File: src/rtl/seg7_pkg.sv
// Shared types and constants for the seven-segment capture decoder.
// Segment bit order is a (bit0) through g (bit6); 1 means the segment is lit.
package seg7_pkg;

    typedef enum logic [1:0] {
        WAIT_CHANGE = 2'd0,
        SETTLE      = 2'd1,
        REPORT      = 2'd2
    } seg7_state_e;

    localparam logic [6:0] SEG_BLANK = 7'h00;

    // Index is the hex value shown by the pattern.
    localparam logic [6:0] SEG_TABLE [16] = '{
        7'h3F, 7'h06, 7'h5B, 7'h4F, 7'h66, 7'h6D, 7'h7D, 7'h07,
        7'h7F, 7'h6F, 7'h77, 7'h7C, 7'h39, 7'h5E, 7'h79, 7'h71
    };

endpackage

File: src/rtl/seg7_capture_decoder_lookup.sv
// Combinational reverse lookup from a segment pattern to its hex digit.
// hit is low (and digit 0) for blank and for any pattern not in SEG_TABLE.
module seg7_pat_lookup
    import seg7_pkg::*;
(
    input  logic [6:0] pat,
    output logic [3:0] digit,
    output logic       hit
);

    always_comb begin
        digit = 4'd0;
        hit   = 1'b0;
        for (int i = 0; i < 16; i++) begin
            if (pat == SEG_TABLE[i]) begin
                digit = 4'(i);
                hit   = 1'b1;
            end
        end
    end

endmodule

File: src/rtl/seg7_capture_decoder.sv
// Debounces a seven-segment bus and reports each newly settled digit as a
// valid/ready event. Define SEG7_DECODE_ERR_EN to report unknown patterns via err.
//
// state       | meaning
// WAIT_CHANGE | idle until the sampled pattern differs from the last settled one
// SETTLE      | counting consecutive identical samples of the candidate pattern
// REPORT      | candidate settled; decode it and raise an event if reportable
module seg7_capture_decoder
    import seg7_pkg::*;
#(
    parameter int STABLE_CYCLES = 4
) (
    input  logic       clk,
    input  logic       rst,
    input  logic [6:0] seg_in,
    output logic [3:0] digit,
    output logic       digit_valid,
    input  logic       digit_ready,
    output logic       overrun
`ifdef SEG7_DECODE_ERR_EN
    ,
    output logic       err
`endif
);

    localparam logic [7:0] STABLE_U8 = 8'(STABLE_CYCLES);

    seg7_state_e state_q, state_d;
    logic [6:0]  seg_q, seg_d;
    logic [6:0]  cand_q, cand_d;
    logic [6:0]  last_pat_q, last_pat_d;
    logic [7:0]  stab_cnt_q, stab_cnt_d;
    logic [3:0]  digit_q, digit_d;
    logic        valid_q, valid_d;
    logic        overrun_q, overrun_d;
    logic        ev_fire;
    logic [3:0]  lk_digit;
    logic        lk_hit;
`ifdef SEG7_DECODE_ERR_EN
    logic        err_q, err_d;
    logic        ev_err;
`endif

    seg7_pat_lookup u_lookup (
        .pat   (last_pat_q),
        .digit (lk_digit),
        .hit   (lk_hit)
    );

    assign seg_d = seg_in;

    always_comb begin
        state_d    = state_q;
        cand_d     = cand_q;
        last_pat_d = last_pat_q;
        stab_cnt_d = stab_cnt_q;
        ev_fire    = 1'b0;
`ifdef SEG7_DECODE_ERR_EN
        ev_err     = 1'b0;
`endif
        case (state_q)
            WAIT_CHANGE: begin
                if (seg_q != last_pat_q) begin
                    cand_d     = seg_q;
                    stab_cnt_d = 8'd1;
                    state_d    = SETTLE;
                end
            end
            SETTLE: begin
                // Settled pattern equal to the last one (bounce back) is silent.
                if (stab_cnt_q >= STABLE_U8) begin
                    last_pat_d = cand_q;
                    state_d    = (cand_q == last_pat_q) ? WAIT_CHANGE : REPORT;
                end else if (seg_q == cand_q) begin
                    stab_cnt_d = stab_cnt_q + 8'd1;
                end else begin
                    cand_d     = seg_q;
                    stab_cnt_d = 8'd1;
                end
            end
            REPORT: begin
                state_d = WAIT_CHANGE;
                if (lk_hit) begin
                    ev_fire = 1'b1;
                end
`ifdef SEG7_DECODE_ERR_EN
                else if (last_pat_q != SEG_BLANK) begin
                    ev_fire = 1'b1;
                    ev_err  = 1'b1;
                end
`endif
            end
            default: state_d = WAIT_CHANGE;
        endcase
    end

    // Single-entry event holding register; a new event is only taken when the
    // slot is free or being drained on the same edge.
    always_comb begin
        digit_d   = digit_q;
        valid_d   = valid_q;
        overrun_d = overrun_q;
`ifdef SEG7_DECODE_ERR_EN
        err_d     = err_q;
`endif
        if (valid_q && digit_ready) begin
            valid_d = 1'b0;
        end
        if (ev_fire) begin
            if (!valid_q || digit_ready) begin
                valid_d = 1'b1;
                digit_d = lk_digit;
`ifdef SEG7_DECODE_ERR_EN
                err_d   = ev_err;
`endif
            end else begin
                overrun_d = 1'b1;
            end
        end
    end

    always_ff @(posedge clk) begin
        if (rst) begin
            state_q    <= WAIT_CHANGE;
            seg_q      <= SEG_BLANK;
            cand_q     <= SEG_BLANK;
            last_pat_q <= SEG_BLANK;
            stab_cnt_q <= 8'd0;
            digit_q    <= 4'd0;
            valid_q    <= 1'b0;
            overrun_q  <= 1'b0;
`ifdef SEG7_DECODE_ERR_EN
            err_q      <= 1'b0;
`endif
        end else begin
            state_q    <= state_d;
            seg_q      <= seg_d;
            cand_q     <= cand_d;
            last_pat_q <= last_pat_d;
            stab_cnt_q <= stab_cnt_d;
            digit_q    <= digit_d;
            valid_q    <= valid_d;
            overrun_q  <= overrun_d;
`ifdef SEG7_DECODE_ERR_EN
            err_q      <= err_d;
`endif
        end
    end

    assign digit       = digit_q;
    assign digit_valid = valid_q;
    assign overrun     = overrun_q;
`ifdef SEG7_DECODE_ERR_EN
    assign err         = err_q;
`endif

endmodule

File: config.mk
export PLATFORM = sky130hd
export DESIGN_NAME = seg7_capture_decoder
export DESIGN_NICKNAME = d
export VERILOG_FILES = /design/src/rtl/seg7_pkg.sv /design/src/rtl/seg7_capture_decoder_lookup.sv /design/src/rtl/seg7_capture_decoder.sv
export SDC_FILE = /design/constraint.sdc
export NUM_CORES = 1
export LEC_CHECK = 0
export ABC_AREA = 1
export CAP_MARGIN = 20
export CORE_ASPECT_RATIO = 0.8
export CORE_MARGIN = 2
export CORE_UTILIZATION = 60
export CTS_BUF_LIST = sky130_fd_sc_hd__clkbuf_8
export CTS_CLUSTER_SIZE = 28
export DETAILED_ROUTE_END_ITERATION = 7
export PLACE_DENSITY = 0.82
export SLEW_MARGIN = 20
export SYNTH_ARGS = -nofsm -noshare
export SYNTH_HDL_FRONTEND = slang
export SYNTH_SLANG_ARGS = --single-unit
File: constraint.sdc
create_clock -name clk -period 1.5 [get_ports clk]
set_input_delay 0.225 -clock clk [delete_from_list [all_inputs] [get_ports clk]]
set_output_delay 0.225 -clock clk [all_outputs]
set_load 0.02 [all_outputs]
# After elaboration in Yosys (flattened, before gate mapping)

Index checks and enable logic that the tools add are counted.

Register bits after elaboration: 37
Input bits: 10
Logic and storage cells: 95

Mux-type cells: 48
Reduce and logical (&&, ||, !) cells: 11
Bitwise operators: 1
Equality and inequality tests: 25
$lt $le $gt $ge: 1
$add $sub $neg: 1

Operator list:

| cell                | number |
|---|---|
| $eq 7x7->1 const B  | 12 |
| $mux 4              | 8 |
| $mux 8              | 3 |
| $mux 1              | 22 |
| $mux 7              | 3 |
| $pmux 8 s2          | 1 |
| $eq 7x3->1 const B  | 2 |
| $eq 7x6->1 const B  | 2 |
| $eq 7x7->1          | 2 |
| $pmux 7 s2          | 1 |
| $mux 3              | 4 |
| $mux 2              | 5 |
| $add 8x1->8 const B | 1 |
| $ge 8x3->1 const B  | 1 |
| $ne 2x2->1 const B  | 4 |
| $reduce_and 2->1    | 4 |
| $ne 7x7->1          | 1 |
| $pmux 2 s2          | 1 |
| $reduce_and 4->1    | 1 |
| $reduce_and 3->1    | 1 |
| $eq 2x1->1 const B  | 1 |
| $eq 2x2->1 const B  | 1 |
| $logic_not 2->1     | 1 |
| $reduce_bool 2->1   | 1 |
| other kinds (4)     | 4 |

# Logic depth before layout (Yosys ltp)

Depth after elaboration: 20
Mapped depth: 13

# Cells and area by module

From an unflattened synthesis, not the netlist that was laid out.

Cells, all modules: 344
Area, all modules: 2160.8 um^2

By module, submodules not included:

| module               | cells each | area each (um^2) | times used |
|---|---|---|---|
| seg7_capture_decoder | 277        | 1825.5           | 1 |
| seg7_pat_lookup      | 67         | 335.3            | 1 |

# Least setup slack after synthesis

No wires, ideal clock.

Path type: reg-to-reg
Start: reg last_pat_q[6]
End: reg digit_q[0] (netlist: digit[0])
Clock period less this slack: 1396 ps
Cell stages (with the launch flop): 14
Path buffers: 1
Arrival: 1285 ps
Path slack: 104 ps
Data required time: 1388 ps
Path through: dfxtp_1 -> buf_4 -> nand2_1 -> nor2_4 -> nand2_1 -> nand2_2 -> inv_2 -> nand2_2 -> nor2_2 -> nand3_4 -> nand3_4 -> nand2_1 -> nand2_1 -> nor2_1

Longest elaborated chain between the ends: 20

RTL lines:

| what                              | line                              | text |
|---|---|---|
| start, declared                   | seg7_capture_decoder.sv:31        | `logic [6:0] last_pat_q, last_pat_d;` |
| start signal, assigned            | seg7_capture_decoder.sv:139       | `last_pat_q <= last_pat_d;` |
| $eq 7x6->1                        | seg7_capture_decoder_lookup.sv:15 | `if (pat == SEG_TABLE[i]) begin` |
| $mux 1 (16 in a row)              | seg7_capture_decoder_lookup.sv:15 |  |
| $mux 1                            | seg7_capture_decoder.sv:83        | `if (lk_hit) begin` |
| $mux 1                            | seg7_capture_decoder.sv:61        | `case (state_q)` |
| $reduce_and 2->1 (no source line) | n/a                               |  |
| end signal, assigned              | seg7_capture_decoder.sv:141       | `digit_q <= digit_d;` |
| end, declared                     | seg7_capture_decoder.sv:33        | `logic [3:0] digit_q, digit_d;` |

Parallel ways exist; a longest one is shown, timed or not.
A chain may end at the register's enable or synchronous reset.

# Final worst setup path

Start: reg last_pat_q[1]
End: reg stab_cnt_q[4]

Longest elaborated chain between the ends: 3

RTL lines:

| what                              | line                        | text |
|---|---|---|
| $ne 7x7->1                        | seg7_capture_decoder.sv:63  | `if (seg_q != last_pat_q) begin` |
| $ne 2x2->1 (no source line)       | n/a                         |  |
| $reduce_and 3->1 (no source line) | n/a                         |  |
| end signal, assigned              | seg7_capture_decoder.sv:140 | `stab_cnt_q <= stab_cnt_d;` |
| end, declared                     | seg7_capture_decoder.sv:32  | `logic [7:0] stab_cnt_q, stab_cnt_d;` |

No other way between the ends.

==> key figures <==
Run status
  – Status: finished, violations left
  – Failing checks: negative setup slack

Clock network
  – Reg clk slew, reported paths: around 0.08 ns
  – Maximum clock insertion buffer count: 2
  – CTS Hold Buffers Added: 0
  – H-tree depth: 2
  – CTS sink count: 37
  – CTS root buffer: clkbuf_8
  – Skew-Pair Late Insertion Delay: between 0.3 and 0.4 ns
  – CTS tree: done
  – TritonCTS Buffers: 5

Power
  – Leakage: between 1 and 1.5 nW
  – Clock share of power: 0.361
  – Tot Pwr: 2.04 mW
  – Pint: 1.45 mW
  – Psw: ~600 µW
  – Max VDD drop: 0.00108 V
  – Switching Share: 0.290
  – Power per cell area: 723 mW/mm²
  – Comb pwr share: 0.136
  – Reg power frac: 0.504

Worst setup path
  – RR Endpoint: stab_cnt_q[4]$_SDFFE_PP0P_
  – Worst endpoint data arrival time: 1.90 ns
  – Crit. End Element: flop
  – Reg-to-Reg Start: last_pat_q[1]$_SDFFE_PP0P_
  – Worst reg2reg path depth: 10
  – CP Max Fanout: 5
  – CP Capture Point: stab_cnt_q[4]$_SDFFE_PP0P_
  – CP Launch Type: flop
  – WS Path Type: flop to flop
  – Worst Setup SP: last_pat_q[1]$_SDFFE_PP0P_
  – Worst EP required: 1.73 ns
  – R2R Setup Slk: -0.17 ns

Placement
  – Total placed instance area: 0.00228 mm²
  – Dpl hpwl: 3330 µm
  – Dpl cells: 352
  – GP Congestion: 0.862
  – Port bufs: 15

Timing
  – Rel. slew slack: 0.717
  – Max Freq: 598 MHz
  – Finish-stage setup viols: 23
  – Tightest Pin Transition: 0.423 ns
  – Final Cycle Share: 1.11
  – Clk_skew: 0.00495 ns
  – Max Slew Vio Count: 0
  – Post-route setup TNS: -2.50 ns
  – Final hold vios: 0
  – Worst setup margin: -0.171 ns
  – RSZ-0062 raised after global routing: yes
  – Final min period: 1.67 ns

Min path
  – HP Start: seg_in[5]
  – Hold Crit Class: input port to flop

Global route
  – Largest net degree at the start of global routing: 25
  – GRT Residual Overflow: 0
  – Met3 Track Usage GR: 0.0998
  – Global-route wire length before repair: 8140 µm
  – Met2 Track Usage GR: 0.415
  – Initial antenna violation count: 0
  – M1 GR Usage: 0.399
  – Vias in the first global route: 1805
  – Total GRT Usage: 0.289
  – Grt peak-use layer: met2

Yosys
  – Synth cell types: 36
  – Mapped Area: 0.00197 mm²
  – Synth Register Bits: 37
  – Mapped Cells: 283
  – Post-Syn Area per Cell: 6.96 µm²
  – Ys Warns: 0
  – Syn Nets: a little under 300
  – Register area share after synthesis: 0.376

Flow run
  – Max-cap violations: 0

Cells and area
  – Fin cells: 376
  – Fin util: 0.906
  – Area growth syn-to-layout: 42.9%
  – ANT cells: 0
  – Fillers: 120
  – Post-route cell area: 0.00282 mm²
  – Fraction of layout cells with a size suffix above 1: 0.399
  – Nets@finish: 347

Floorplanning
  – Die area: 0.00376 mm²
  – Row cnt: 18
  – Die width: ~70 µm
  – Num ports: 16
  – Core ar.: around 0.0031 mm²
  – Die height: roughly 55 µm
  – Initial core utilization: 0.634

Routing
  – Number of DRC markers in iteration 0: 376
  – WL per Instance: 20.3 µm
  – DRC viols: 0
  – Initial DRT Pass Iterations: 7
  – Via-to-Cell Ratio: 6.34
  – Via count: 2383
  – Routed wire length: roughly 7600 µm
  – Antenna Nets Post-Route: 0
-- area by class of cell --
class / count / area [µm²] / share of cell area
multi-input cells: 196 / 1230 / 0.438
flip-flops and latches: 37 / 776 / 0.276
repair buffers: 54 / 495 / 0.176
inverters: 41 / 169 / 0.0600
clock buffers: 5 / 68.8 / 0.0244
well taps: 40 / 50.0 / 0.0178
clock inverters: 3 / 22.5 / 0.00800
-- logic make-up (layout without fill, tap and decap cells) --
| kind of cell | Yosys count | in the layout | share of synthesized area |
|---|---|---|---|
| AND/OR/NAND/NOR | 149 | 149 | 0.369 |
| buffers and inverters | 50 | 103 | 0.109 |
| AO/OA/AOI/OAI | 39 | 39 | 0.106 |
| flip-flops | 37 | 37 | 0.376 |
| XOR/XNOR | 6 | 6 | 0.0267 |
| adder cells (fa/ha/maj) | 2 | 2 | 0.0127 |
-- worst min path at each step --
stage,end,cells after the start
floorplan,seg_q[0]$_SDFF_PP0_,2
global placement,stab_cnt_q[4]$_SDFFE_PP0P_,2
detailed placement,stab_cnt_q[3]$_SDFFE_PP0P_,2
CTS,seg_q[6]$_SDFF_PP0_,3
global route,seg_q[5]$_SDFF_PP0_,3
finish,seg_q[5]$_SDFF_PP0_,3
-- critical path, cell delays in order, from the launching register on --
cell,delay [ns]
dfxtp_4,0.42
inv_4,0.07
nand2_1,0.08
o21ai_1,0.09
nor2_1,0.13
nand2_1,0.10
nor2_2,0.16
nor2_4,0.08
clkbuf_16,0.16
buf_4,0.14
nor3_1,0.16
-- per-layer routing --
metal	wire length, µm	vias up
li1	-	1007
met1	2790	1064
met5	0	-
met4	548	0
met2	3330	233
met3	963	79
-- through the flow --
step | hold WS [ns] | setup slack (ns)
after floorplan | 0.332 | 0.104
after global placement | 0.431 | -0.0833
after detailed placement | 0.437 | -0.108
after CTS | 0.435 | -0.0188
after global routing | 0.443 | -0.228
final | 0.416 | -0.171
-- sequential cells by signal, summed over array words and instances, names as in the netlist --
register     count
cand_q           7
digit            4
digit_valid      1
last_pat_q       7
overrun          1
seg_q            7
stab_cnt_q       8
state_q          2
-- layout by cell type, fill, tap and decap left out, types with 3 or more instances in the layout --
cell type	Yosys	final
inv_4	0	4
clkdlybuf4s50_1	0	14
o21ai_1	3	3
nor2_2	4	4
xor2_1	4	4
nand2_2	5	14
a21oi_2	1	8
inv_2	5	5
nor2_1	36	29
o21ai_0	9	7
nand4_1	9	9
inv_1	36	31
dfxtp_2	0	7
dfxtp_4	0	7
nand2_4	2	8
dfxtp_1	37	23
nand3_1	17	10
nand2_1	60	44
clkbuf_8	0	5
a21oi_1	20	13
nor2_4	2	9
nor3_1	5	3
o22ai_1	3	3
nor3_2	1	3
buf_4	3	34
nand3_2	1	8
-- power by group through the flow --
| stage | Clock (mW) | Combinational [mW] | Sequential (mW) |
|---|---|---|---|
| 2_1_floorplan | 0 | 0.120 | 1.05 |
| 3_3_place_gp | 0 | 0.182 | 1.05 |
| 3_5_place_dp | 0 | 0.185 | 1.05 |
| 4_1_cts | 0.710 | 0.216 | 1.03 |
| 5_1_grt | 0.752 | 0.288 | 1.03 |
| 6_report | 0.735 | 0.276 | 1.03 |
-- cells in the mapped netlist (all sizes together) --
| master | n | share of area |
|---|---|---|
| o22ai | 3 | 0.0095 |
| nor4 | 1 | 0.0032 |
| nand3 | 20 | 0.066 |
| a21oi | 21 | 0.055 |
| clkbuf | 2 | 0.0038 |
| buf | 6 | 0.022 |
| dlygate4sd3 | 1 | 0.0051 |
| o211ai | 1 | 0.0038 |
| dfxtp | 37 | 0.38 |
| nor3 | 7 | 0.026 |
| xnor2 | 2 | 0.0089 |
| nand4 | 9 | 0.029 |
| or2 | 3 | 0.011 |
| a31oi | 1 | 0.0032 |
| inv | 41 | 0.078 |
| ha | 2 | 0.013 |
| a22oi | 1 | 0.0038 |
| o21ai | 12 | 0.030 |
| nand2 | 67 | 0.14 |
| xor2 | 4 | 0.018 |
| nor2 | 42 | 0.093 |
-- timing repair --
action,in CTS,in global routing
buffers inserted,8,7
pin swaps,9,24
cloned,0,1
endpoints found under the setup margin,18,23
gates resized for setup,16,79
(Power assumes the default switching activity.)
